File: src/rtl/adc_scan_sequencer.sv
// Scans a multi-channel ADC through a 16-bit SPI master: one transaction per enabled channel per tick.
// Latency: tick at cycle T -> SPI_ENA high at T+2; result strobe one cycle after the capture cycle.
// No downstream backpressure: RESULT_VALID is a one-cycle strobe; SPI pacing comes from FIN.
//
// Ports: SYS_CLK/RST (async, active high); RUN enables the period timer; CH_MASK selects channels
// (sampled at scan start); CLR_ERR clears sticky errors; SPI_ENA/SPI_DATA_MOSI/SPI_FIN/SPI_DATA_MISO
// talk to the SPI master; RESULT_DATA/RESULT_CH/RESULT_VALID carry samples; BUSY, OVERRUN, TIMEOUT_ERR
// report status.
// Optional macro SEQ_AVG4_EN: each channel is sampled 4 times and the truncated mean is reported.
module adc_scan_sequencer #(
  parameter int          NUM_CH      = 8,
  parameter int          SAMPLE_DIV  = 1000,
  parameter logic [15:0] CMD_BASE    = 16'h8000,
  parameter int          SETTLE_CYC  = 4,
  parameter int          GAP_CYC     = 4,
  parameter int          TIMEOUT_CYC = 64
) (
  input  logic              SYS_CLK,
  input  logic              RST,
  input  logic              RUN,
  input  logic [NUM_CH-1:0] CH_MASK,
  input  logic              CLR_ERR,
  output logic              SPI_ENA,
  output logic [15:0]       SPI_DATA_MOSI,
  input  logic              SPI_FIN,
  input  logic [15:0]       SPI_DATA_MISO,
  output logic [15:0]       RESULT_DATA,
  output logic [2:0]        RESULT_CH,
  output logic              RESULT_VALID,
  output logic              BUSY,
  output logic              OVERRUN,
  output logic              TIMEOUT_ERR
);

  localparam int PW   = $clog2(SAMPLE_DIV);
  localparam int MAXC = (TIMEOUT_CYC > SETTLE_CYC) ?
                        ((TIMEOUT_CYC > GAP_CYC) ? TIMEOUT_CYC : GAP_CYC) :
                        ((SETTLE_CYC > GAP_CYC) ? SETTLE_CYC : GAP_CYC);
  localparam int CW   = $clog2(MAXC + 1);

  localparam logic [PW-1:0] PER_LAST    = PW'(SAMPLE_DIV - 1);
  localparam logic [CW-1:0] TMO_LAST    = CW'(TIMEOUT_CYC - 1);
  localparam logic [CW-1:0] SETTLE_LAST = CW'(SETTLE_CYC - 1);
  localparam logic [CW-1:0] GAP_LAST    = CW'(GAP_CYC - 1);

  typedef enum logic [2:0] {IDLE, START, XFER, SETTLE, CAPTURE, GAP} state_t;

  state_t              state_q;
  logic [PW-1:0]       per_q, per_d;
  logic                tick;
  logic [CW-1:0]       cnt_q;
  logic [2:0]          ch_q;
  logic [NUM_CH-1:0]   rem_q;
  logic                ena_q, busy_q, ovr_q, tmo_q, res_vld_q;
  logic [15:0]         mosi_q, res_dat_q;
  logic [2:0]          res_ch_q;

  // Channel picker: from CH_MASK when starting a scan, else from the channels still pending.
  logic [NUM_CH-1:0]   pick_src, pick_rest;
  logic [2:0]          pick_ch;

`ifdef SEQ_AVG4_EN
  logic [1:0]  samp_q;
  logic [17:0] acc_q, sum;
  logic        skip_q;   // a sample of the current channel timed out
  assign sum = acc_q + {2'b00, SPI_DATA_MISO};
`endif

  function automatic logic [2:0] lowest(input logic [NUM_CH-1:0] m);
    lowest = '0;
    for (int i = NUM_CH - 1; i >= 0; i--) begin
      if (m[i]) lowest = 3'(i);
    end
  endfunction

  always_comb begin
    pick_src  = (state_q == IDLE) ? CH_MASK : rem_q;
    pick_ch   = lowest(pick_src);
    pick_rest = pick_src & ~(NUM_CH'(1) << pick_ch);
  end

  // Period timer: held at 0 while RUN is low, one-cycle tick at wrap.
  always_comb begin
    per_d = per_q;
    tick  = 1'b0;
    if (!RUN) begin
      per_d = '0;
    end else if (per_q == PER_LAST) begin
      per_d = '0;
      tick  = 1'b1;
    end else begin
      per_d = per_q + 1'b1;
    end
  end

  always_ff @(posedge SYS_CLK or posedge RST) begin
    if (RST) begin
      state_q   <= IDLE;
      per_q     <= '0;
      cnt_q     <= '0;
      ch_q      <= '0;
      rem_q     <= '0;
      ena_q     <= 1'b0;
      busy_q    <= 1'b0;
      ovr_q     <= 1'b0;
      tmo_q     <= 1'b0;
      res_vld_q <= 1'b0;
      mosi_q    <= '0;
      res_dat_q <= '0;
      res_ch_q  <= '0;
`ifdef SEQ_AVG4_EN
      samp_q    <= '0;
      acc_q     <= '0;
      skip_q    <= 1'b0;
`endif
    end else begin
      per_q     <= per_d;
      res_vld_q <= 1'b0;
      // Clears first so a same-cycle error event (assigned later) wins.
      if (CLR_ERR) begin
        ovr_q <= 1'b0;
        tmo_q <= 1'b0;
      end
      if (tick && state_q != IDLE) ovr_q <= 1'b1;

      case (state_q)
        IDLE: begin
          if (tick && CH_MASK != '0) begin
            ch_q    <= pick_ch;
            rem_q   <= pick_rest;
            mosi_q  <= CMD_BASE | (16'(pick_ch) << 10);
            busy_q  <= 1'b1;
            state_q <= START;
          end
        end
        START: begin
          // MOSI word was loaded one cycle ahead so the master sees it before ENA.
          ena_q   <= 1'b1;
          cnt_q   <= '0;
          state_q <= XFER;
        end
        XFER: begin
          if (SPI_FIN) begin
            cnt_q   <= '0;
            state_q <= SETTLE;
          end else if (cnt_q == TMO_LAST) begin
            tmo_q   <= 1'b1;
            ena_q   <= 1'b0;
            cnt_q   <= '0;
`ifdef SEQ_AVG4_EN
            skip_q  <= 1'b1;
`endif
            state_q <= GAP;
          end else begin
            cnt_q <= cnt_q + 1'b1;
          end
        end
        SETTLE: begin
          if (cnt_q == SETTLE_LAST) begin
            cnt_q   <= '0;
            state_q <= CAPTURE;
          end else begin
            cnt_q <= cnt_q + 1'b1;
          end
        end
        CAPTURE: begin
`ifdef SEQ_AVG4_EN
          samp_q <= samp_q + 2'd1;
          if (samp_q == 2'd3) begin
            res_dat_q <= sum[17:2];
            res_ch_q  <= ch_q;
            res_vld_q <= 1'b1;
            acc_q     <= '0;
          end else begin
            acc_q <= sum;
          end
`else
          res_dat_q <= SPI_DATA_MISO;
          res_ch_q  <= ch_q;
          res_vld_q <= 1'b1;
`endif
          ena_q   <= 1'b0;
          cnt_q   <= '0;
          state_q <= GAP;
        end
        GAP: begin
          if (cnt_q != GAP_LAST) begin
            cnt_q <= cnt_q + 1'b1;
          end else begin
            cnt_q <= '0;
`ifdef SEQ_AVG4_EN
            if (samp_q != 2'd0 && !skip_q) begin
              // More samples of the same channel; MOSI word is unchanged.
              state_q <= START;
            end else begin
              samp_q <= '0;
              acc_q  <= '0;
              skip_q <= 1'b0;
`endif
              if (rem_q != '0) begin
                ch_q    <= pick_ch;
                rem_q   <= pick_rest;
                mosi_q  <= CMD_BASE | (16'(pick_ch) << 10);
                state_q <= START;
              end else begin
                busy_q  <= 1'b0;
                state_q <= IDLE;
              end
`ifdef SEQ_AVG4_EN
            end
`endif
          end
        end
        default: state_q <= IDLE;
      endcase
    end
  end

  assign SPI_ENA       = ena_q;
  assign SPI_DATA_MOSI = mosi_q;
  assign RESULT_DATA   = res_dat_q;
  assign RESULT_CH     = res_ch_q;
  assign RESULT_VALID  = res_vld_q;
  assign BUSY          = busy_q;
  assign OVERRUN       = ovr_q;
  assign TIMEOUT_ERR   = tmo_q;

endmodule
File: config.mk
export PLATFORM = sky130hd
export DESIGN_NAME = adc_scan_sequencer
export DESIGN_NICKNAME = d
export VERILOG_FILES = /design/src/rtl/adc_scan_sequencer.sv
export SDC_FILE = /design/constraint.sdc
export NUM_CORES = 1
export LEC_CHECK = 0
export ABC_AREA = 1
export CAP_MARGIN = 20
export CORE_ASPECT_RATIO = 0.9
export CORE_MARGIN = 3
export CORE_UTILIZATION = 50
export CTS_CLUSTER_DIAMETER = 30
export DETAILED_ROUTE_END_ITERATION = 6
export PLACE_DENSITY = 0.79
export RECOVER_POWER = 50
export SLEW_MARGIN = 20
export SYNTH_ARGS = -nofsm -noshare
export SYNTH_HDL_FRONTEND = slang
export SYNTH_SLANG_ARGS = --single-unit
File: constraint.sdc
create_clock -name SYS_CLK -period 4.5 [get_ports SYS_CLK]
set_input_delay 0.9 -clock SYS_CLK [delete_from_list [all_inputs] [get_ports SYS_CLK]]
set_output_delay 0.9 -clock SYS_CLK [all_outputs]
set_load 0.02 [all_outputs]
==> out/results.ini, run 1 <==
[die]
core_sq_um=5410
num_io_pins=69
rows=25
start_util=0.532
die_x_um=86.0
fp.dieArea_sq_um=6710
die_height_um=78.0

[routing]
first_pass_iters=5
via_per_inst=5.01
drc_errors=0
ant_nets=0
wl_per_cell_um=12.4
vias=2518
drt_wl_total_um=6240
dr.first_iter.drc_count=161

[pwr]
ir_drop_v=0.000173
pwr-share-comb=0.081
p_switching_mw=0.210
p_int_mw=0.660
power_leakage_nw=1.69
power_density_nw_per_um2=245
p_sw_frac=0.242
p_clk_frac=0.337
total_power_mw=0.870
pwr-share-seq=0.582

[synth]
ys_seq_area_frac=0.487
syn_avg_cell_area_sq_um=7.64
syn-instance-count=377
synth.yosys.warnings=0
syn-cell-area_sq_um=2880
ys_seq_elements=56
synth.top_cell.area_share=0.487
yosysUniqueCellTypes=32
yosysTopAreaCell=dfrtp_1
synth_area_leaders=dfrtp_1, nand2_1, inv_1

[final_layout]
nets=466
drive_gt1_frac=0.0688
area_delta_synth_final_pct=23.2
num_antenna_cells=0
n_fill_cell=472
layout.cells.most_common=nand2_1
final_cell_mix=nand2_1, dfrtp_1, clkdlybuf4s50_1
utilization=0.656

[clock_network]
clock_path_buffers=2
numClockSinks=56
worst_skew_pair.late_latency_ns=0.32
cts_resized=0
clockRootBuffer=clkbuf_8
h-tree-depth=2
cts_tree=done
cts-buffers-inserted=5
postCtsHoldBufs=0
cts_setup_buffers=0
clkTransAtPathRegs_ns=0.10

[sta]
post-route-period-util=0.516
clock_skew_ns=0.00687
max_freq_ghz=0.431
finalSetupViolCount=0
tns_ns=0
hold_viol_final=0
drv_slew=0
rsz0062_at_grt=no
slew_headroom=0.361
tightestPinTransition_ns=0.957
fin_crit_ns=2.32

[place]
portBuffers=56
place_congestion=0.963
dp_hpwl_um=4690

[flow_run]
max_cap_viol_count=0

[critical_path]
critPathLaunchType=input pin
worstSetupPathType=in2reg
crit_arrival_ns=2.53
critPathRequiredTime_ns=4.71
worstPathMaxFanout=19
worstSetupEndpointType=register
crit_start=CH_MASK[4]
rr_startpoint=state_q[0]

[hold_path]
worstHoldStart=per_q[0]
hp-class=reg2reg

[global_route]
grt_max_degree=33
grt_antenna_before_repair=0
grt_pass1_wl_um=11100
grt_overflow=0
grt.total_usage=0.208
grt_pass1_vias=2439

[outcome]
run_status=completed

## worst max-delay path: stages
cell and delay, ns:
clkdlybuf4s50_1 0.48, nor2_1 0.11, nand2_1 0.05, nor2_1 0.15, o21ai_2 0.11, nand3_2 0.27
inv_1 0.15, or2_2 0.30
## stage by stage
step	area [sq um]	worst slack, ns	cells	hold WS [ns]
final	3550	2.18	503	0.461
after floorplan	2920	2.23	388	0.433
after detailed placement	3460	1.84	495	0.453
after CTS	3550	2.18	503	0.466
after global routing	3550	2.07	503	0.501
after global placement	3460	1.93	495	0.451
## logic make-up after synthesis
| logic type | after synthesis | share of synthesized area |
|---|---|---|
| xor+xnor | 3 | 0.00912 |
| compound gates | 45 | 0.0899 |
| flops | 56 | 0.487 |
| other cells | 1 | 0.00130 |
| buf+inv | 65 | 0.105 |
| fa+ha+maj | 2 | 0.00869 |
| simple gates | 205 | 0.300 |
## worst paths after layout
path,slack [ns],cells after the start,end
max,2.18,8,SPI_DATA_MOSI[15]
min,0.46,1,per_q[0]
max reg2reg,2.54,7,SPI_DATA_MOSI[15]
min reg2reg,0.46,1,per_q[0]
max in group asynchronous,2.31,3,rem_q[7]
min in group asynchronous,1.23,2,RESULT_VALID
## state kept, by name (all words and copies together) (netlist names)
name	cells
state_q	3
rem_q	8
SPI_ENA	1
RESULT_VALID	1
per_q	10
cnt_q	7
RESULT_CH	3
ch_q	2
TIMEOUT_ERR	1
OVERRUN	1
SPI_DATA_MOSI	2
BUSY	1
RESULT_DATA	16
## Yosys cell counts (all sizes together)
master	n
a211oi	1
a21oi	10
a31o	1
a31oi	2
and3	1
buf	14
clkbuf	4
clkinv	1
conb	1
dfrtp	56
ha	2
inv	46
nand2	134
nand3	18
nand4	4
nor2	39
nor3	7
nor4	1
o21ai	28
o21bai	2
o22ai	1
or2	1
xor2	3
## final cells by class
type / instances / area (sq um) / area share
sequential: 56 / 1400 / 0.395
multi-input combinational: 267 / 1220 / 0.343
timing repair buffer: 58 / 572 / 0.161
inverter: 47 / 176 / 0.0497
tap: 67 / 83.8 / 0.0236
clock buffer: 6 / 82.6 / 0.0233
clock inverter: 2 / 15.0 / 0.00423
## power by group through the flow
stage                     Clock (mW)  Combinational (mW)  Sequential [mW]
after CTS                      0.301              0.0719            0.506
after detailed placement           0              0.0716            0.516
after global routing           0.327              0.0794            0.507
after global placement             0              0.0707            0.516
after floorplan                    0              0.0448            0.516
final                          0.293              0.0708            0.506
## layer usage
layer | vias to the layer above | share of wire | track usage
met3 | 12 | 0.066 | 0.0563
met5 | - | 0 | 0
met2 | 72 | 0.46 | 0.328
li1 | 1269 | - | -
met4 | 0 | 0.019 | 0.0617
met1 | 1165 | 0.45 | 0.279
Note: power is estimated with default switching activity, not from simulation.
==> run 2: changes to the inputs <==
- CORE_UTILIZATION: 50 -> 45
- PLACE_DENSITY: 0.79 -> 0.75
- clock period: 4.5 -> 1.95 ns (I/O delays scaled with it)
==> run 2 against run 1 <==
Net effect: wire length shrank 4.1%; global-route usage shrank 4.6 points; cell count grew 6.4%; largest power group unchanged; hold slack gained 0.0065 ns; register-to-register slack lost 2.4 ns; critical path depth grew 4; largest cell class unchanged; clock-buffer cell count shrank 1; clock skew grew 0.0010 ns.
==> out/results.ini, run 2 (same netlist as run 1, synthesis figures left out) <==
[outcome]
run_status=completed

[place]
dp_hpwl_um=4590  ; -2.3%
place_area_sq_um=3570  ; +3.3%
place_congestion=0.846  ; -12%
portBuffers=56  ; unchanged

[critical_path]
critPathMaxStageDelay_ns=0.38  ; -0.10 ns
r2r_end=rem_q[4]
crit_slowest_cell=dfrtp_1
reg2reg_depth=12  ; +5
timing.critical_path.cells=ha_1 -> nand2_1 -> inv_1 -> nand3_1 -> nor2_2 -> nand2_2 -> o21ai_4 -> nand3_4 -> buf_4 -> nor2_1 -> nand2_1 -> nand2_1
critPathBufInv=2  ; unchanged
worstSetupPathType=reg2reg
r2r_setup_slack_ns=0.16  ; -2.38 ns
rr_startpoint=per_q[0]
crit_family=simple AND/OR/NAND/NOR gates
crit_top_cell=nand2_1
crit_arrival_ns=2.04  ; -0.49 ns
critPathRequiredTime_ns=2.20  ; -2.51 ns
worstSetupEndpointType=register
critPathLaunchType=register
worstPathMaxFanout=10  ; -9

[global_route]
grt.total_usage=0.161  ; -0.0463
grt_max_degree=29  ; -12%
grtUsageMet1=0.221  ; -0.0571
grt_pass1_wl_um=9880  ; -11%
grt_pass1_vias=2228  ; -8.7%
grt_most_used_layer=met2
grtUsageMet3=0.0321  ; -0.0242
grt_util_met2=0.262  ; -0.0665
grt_antenna_before_repair=0  ; unchanged
grt_overflow=0  ; unchanged

[sta]
drv_slew=0  ; unchanged
max_freq_ghz=0.560
tns_ns=0  ; unchanged
post-route-period-util=0.916
finalSetupViolCount=0  ; unchanged
fin_crit_ns=1.79
tightestPinTransition_ns=0.800  ; -0.157 ns
rsz0062_at_grt=no
clock_skew_ns=0.00787  ; +0.00100 ns
slew_headroom=0.466  ; +0.105
hold_viol_final=0  ; unchanged

[pwr]
pwr-share-comb=0.087  ; +0.006
total_power_mw=1.98  ; +130%
ir_drop_v=0.000356  ; +110%
pwr-share-seq=0.590  ; +0.008
p_switching_mw=0.480  ; +130%
power_leakage_nw=1.75  ; +3.6%
p_int_mw=1.50  ; +130%
p_clk_frac=0.322  ; -0.015
power_density_nw_per_um2=535  ; +120%
p_sw_frac=0.242  ; +0.000579

[die]
rows=27  ; +8.0%
core_sq_um=6150  ; +14%
die_x_um=90.3  ; +5.0%
start_util=0.468  ; -0.0638
die_height_um=81.9  ; +5.0%
num_io_pins=69  ; unchanged
fp.dieArea_sq_um=7400  ; +10%

[final_layout]
design_area_sq_um=3700  ; +4.2%
nets=478  ; +2.6%
n_fill_cell=561  ; +19%
area_delta_synth_final_pct=28.4
largest_reg_flops=16  ; unchanged
drive_gt1_frac=0.103  ; +0.0339
num_antenna_cells=0  ; unchanged
layout.cells.most_common=nand2_1
final_cell_mix=nand2_1, dfrtp_1, clkdlybuf4s50_1

[routing]
dr.first_iter.drc_count=101  ; -37%
drc_errors=0  ; unchanged
vias=2491  ; -1.1%
ant_nets=0  ; unchanged
drt_wl_total_um=5980  ; -4.1%
via_per_inst=4.66  ; -7.0%
first_pass_iters=4  ; -1
wl_per_cell_um=11.2  ; -9.9%

[clock_network]
clock_path_buffers=2  ; unchanged
cts_tree=done
cts-buffers-inserted=5  ; unchanged
worst_skew_pair.late_latency_ns=0.31  ; about the same
numClockSinks=56  ; unchanged
clkTransAtPathRegs_ns=0.10  ; about the same
h-tree-depth=2  ; unchanged
clockRootBuffer=clkbuf_8

[hold_path]
hp-class=reg2reg
hold_depth=1  ; unchanged
worstHoldEndpoint=per_q[0]
worstHoldStart=per_q[0]

[flow_run]
max_cap_viol_count=0  ; unchanged

## run 2: power by group through the flow
stage	Clock (mW)	Combinational (mW)	Sequential, mW
after floorplan	0	0.103	1.19
after detailed placement	0	0.176	1.19
after global routing	0.702	0.194	1.17
after CTS	0.656	0.177	1.17
final	0.637	0.173	1.17
after global placement	0	0.174	1.19
## run 2: area by class of cell
type,instances,area (sq um),area share
multi-input combinational,268,1250,0.339
tap,87,109,0.0294
clock buffer,5,68.8,0.0186
clock inverter,3,23.8,0.00643
inverter,47,176,0.0477
timing repair buffer,69,663,0.179
sequential,56,1400,0.379
## run 2: timing repair
action | in CTS | in global routing
buffers inserted | 0 | 1
hold buffers | 0 | 0
endpoints found under the setup margin | 0 | 10
gates resized for setup | 0 | 8
## run 2: worst max-delay path by stage
stage | from | endpoint | cells past startpoint
floorplan | RST | BUSY | 1
global placement | CH_MASK[4] | rem_q[4] | 10
detailed placement | CH_MASK[4] | rem_q[4] | 10
CTS | per_q[0] | rem_q[4] | 12
global route | per_q[0] | rem_q[4] | 12
finish | per_q[0] | rem_q[4] | 12
## run 2: stage by stage
stage / setup slack (ns) / instances / util / hold WS, ns
final: 0.164 / 535 / 0.601 / 0.468
after global routing: 0.00318 / 535 / 0.601 / 0.486
after CTS: 0.0640 / 533 / 0.595 / 0.407
after detailed placement: 0.00660 / 525 / 0.580 / 0.453
after global placement: 0.0669 / 525 / 0.580 / 0.452
after floorplan: 0.189 / 388 / - / 0.433
## run 2: layer usage
layer	routed length [um]	part of all wire
met1	2860	0.48
met2	2780	0.47
met3	269	0.045
met4	65	0.011
met5	0	0
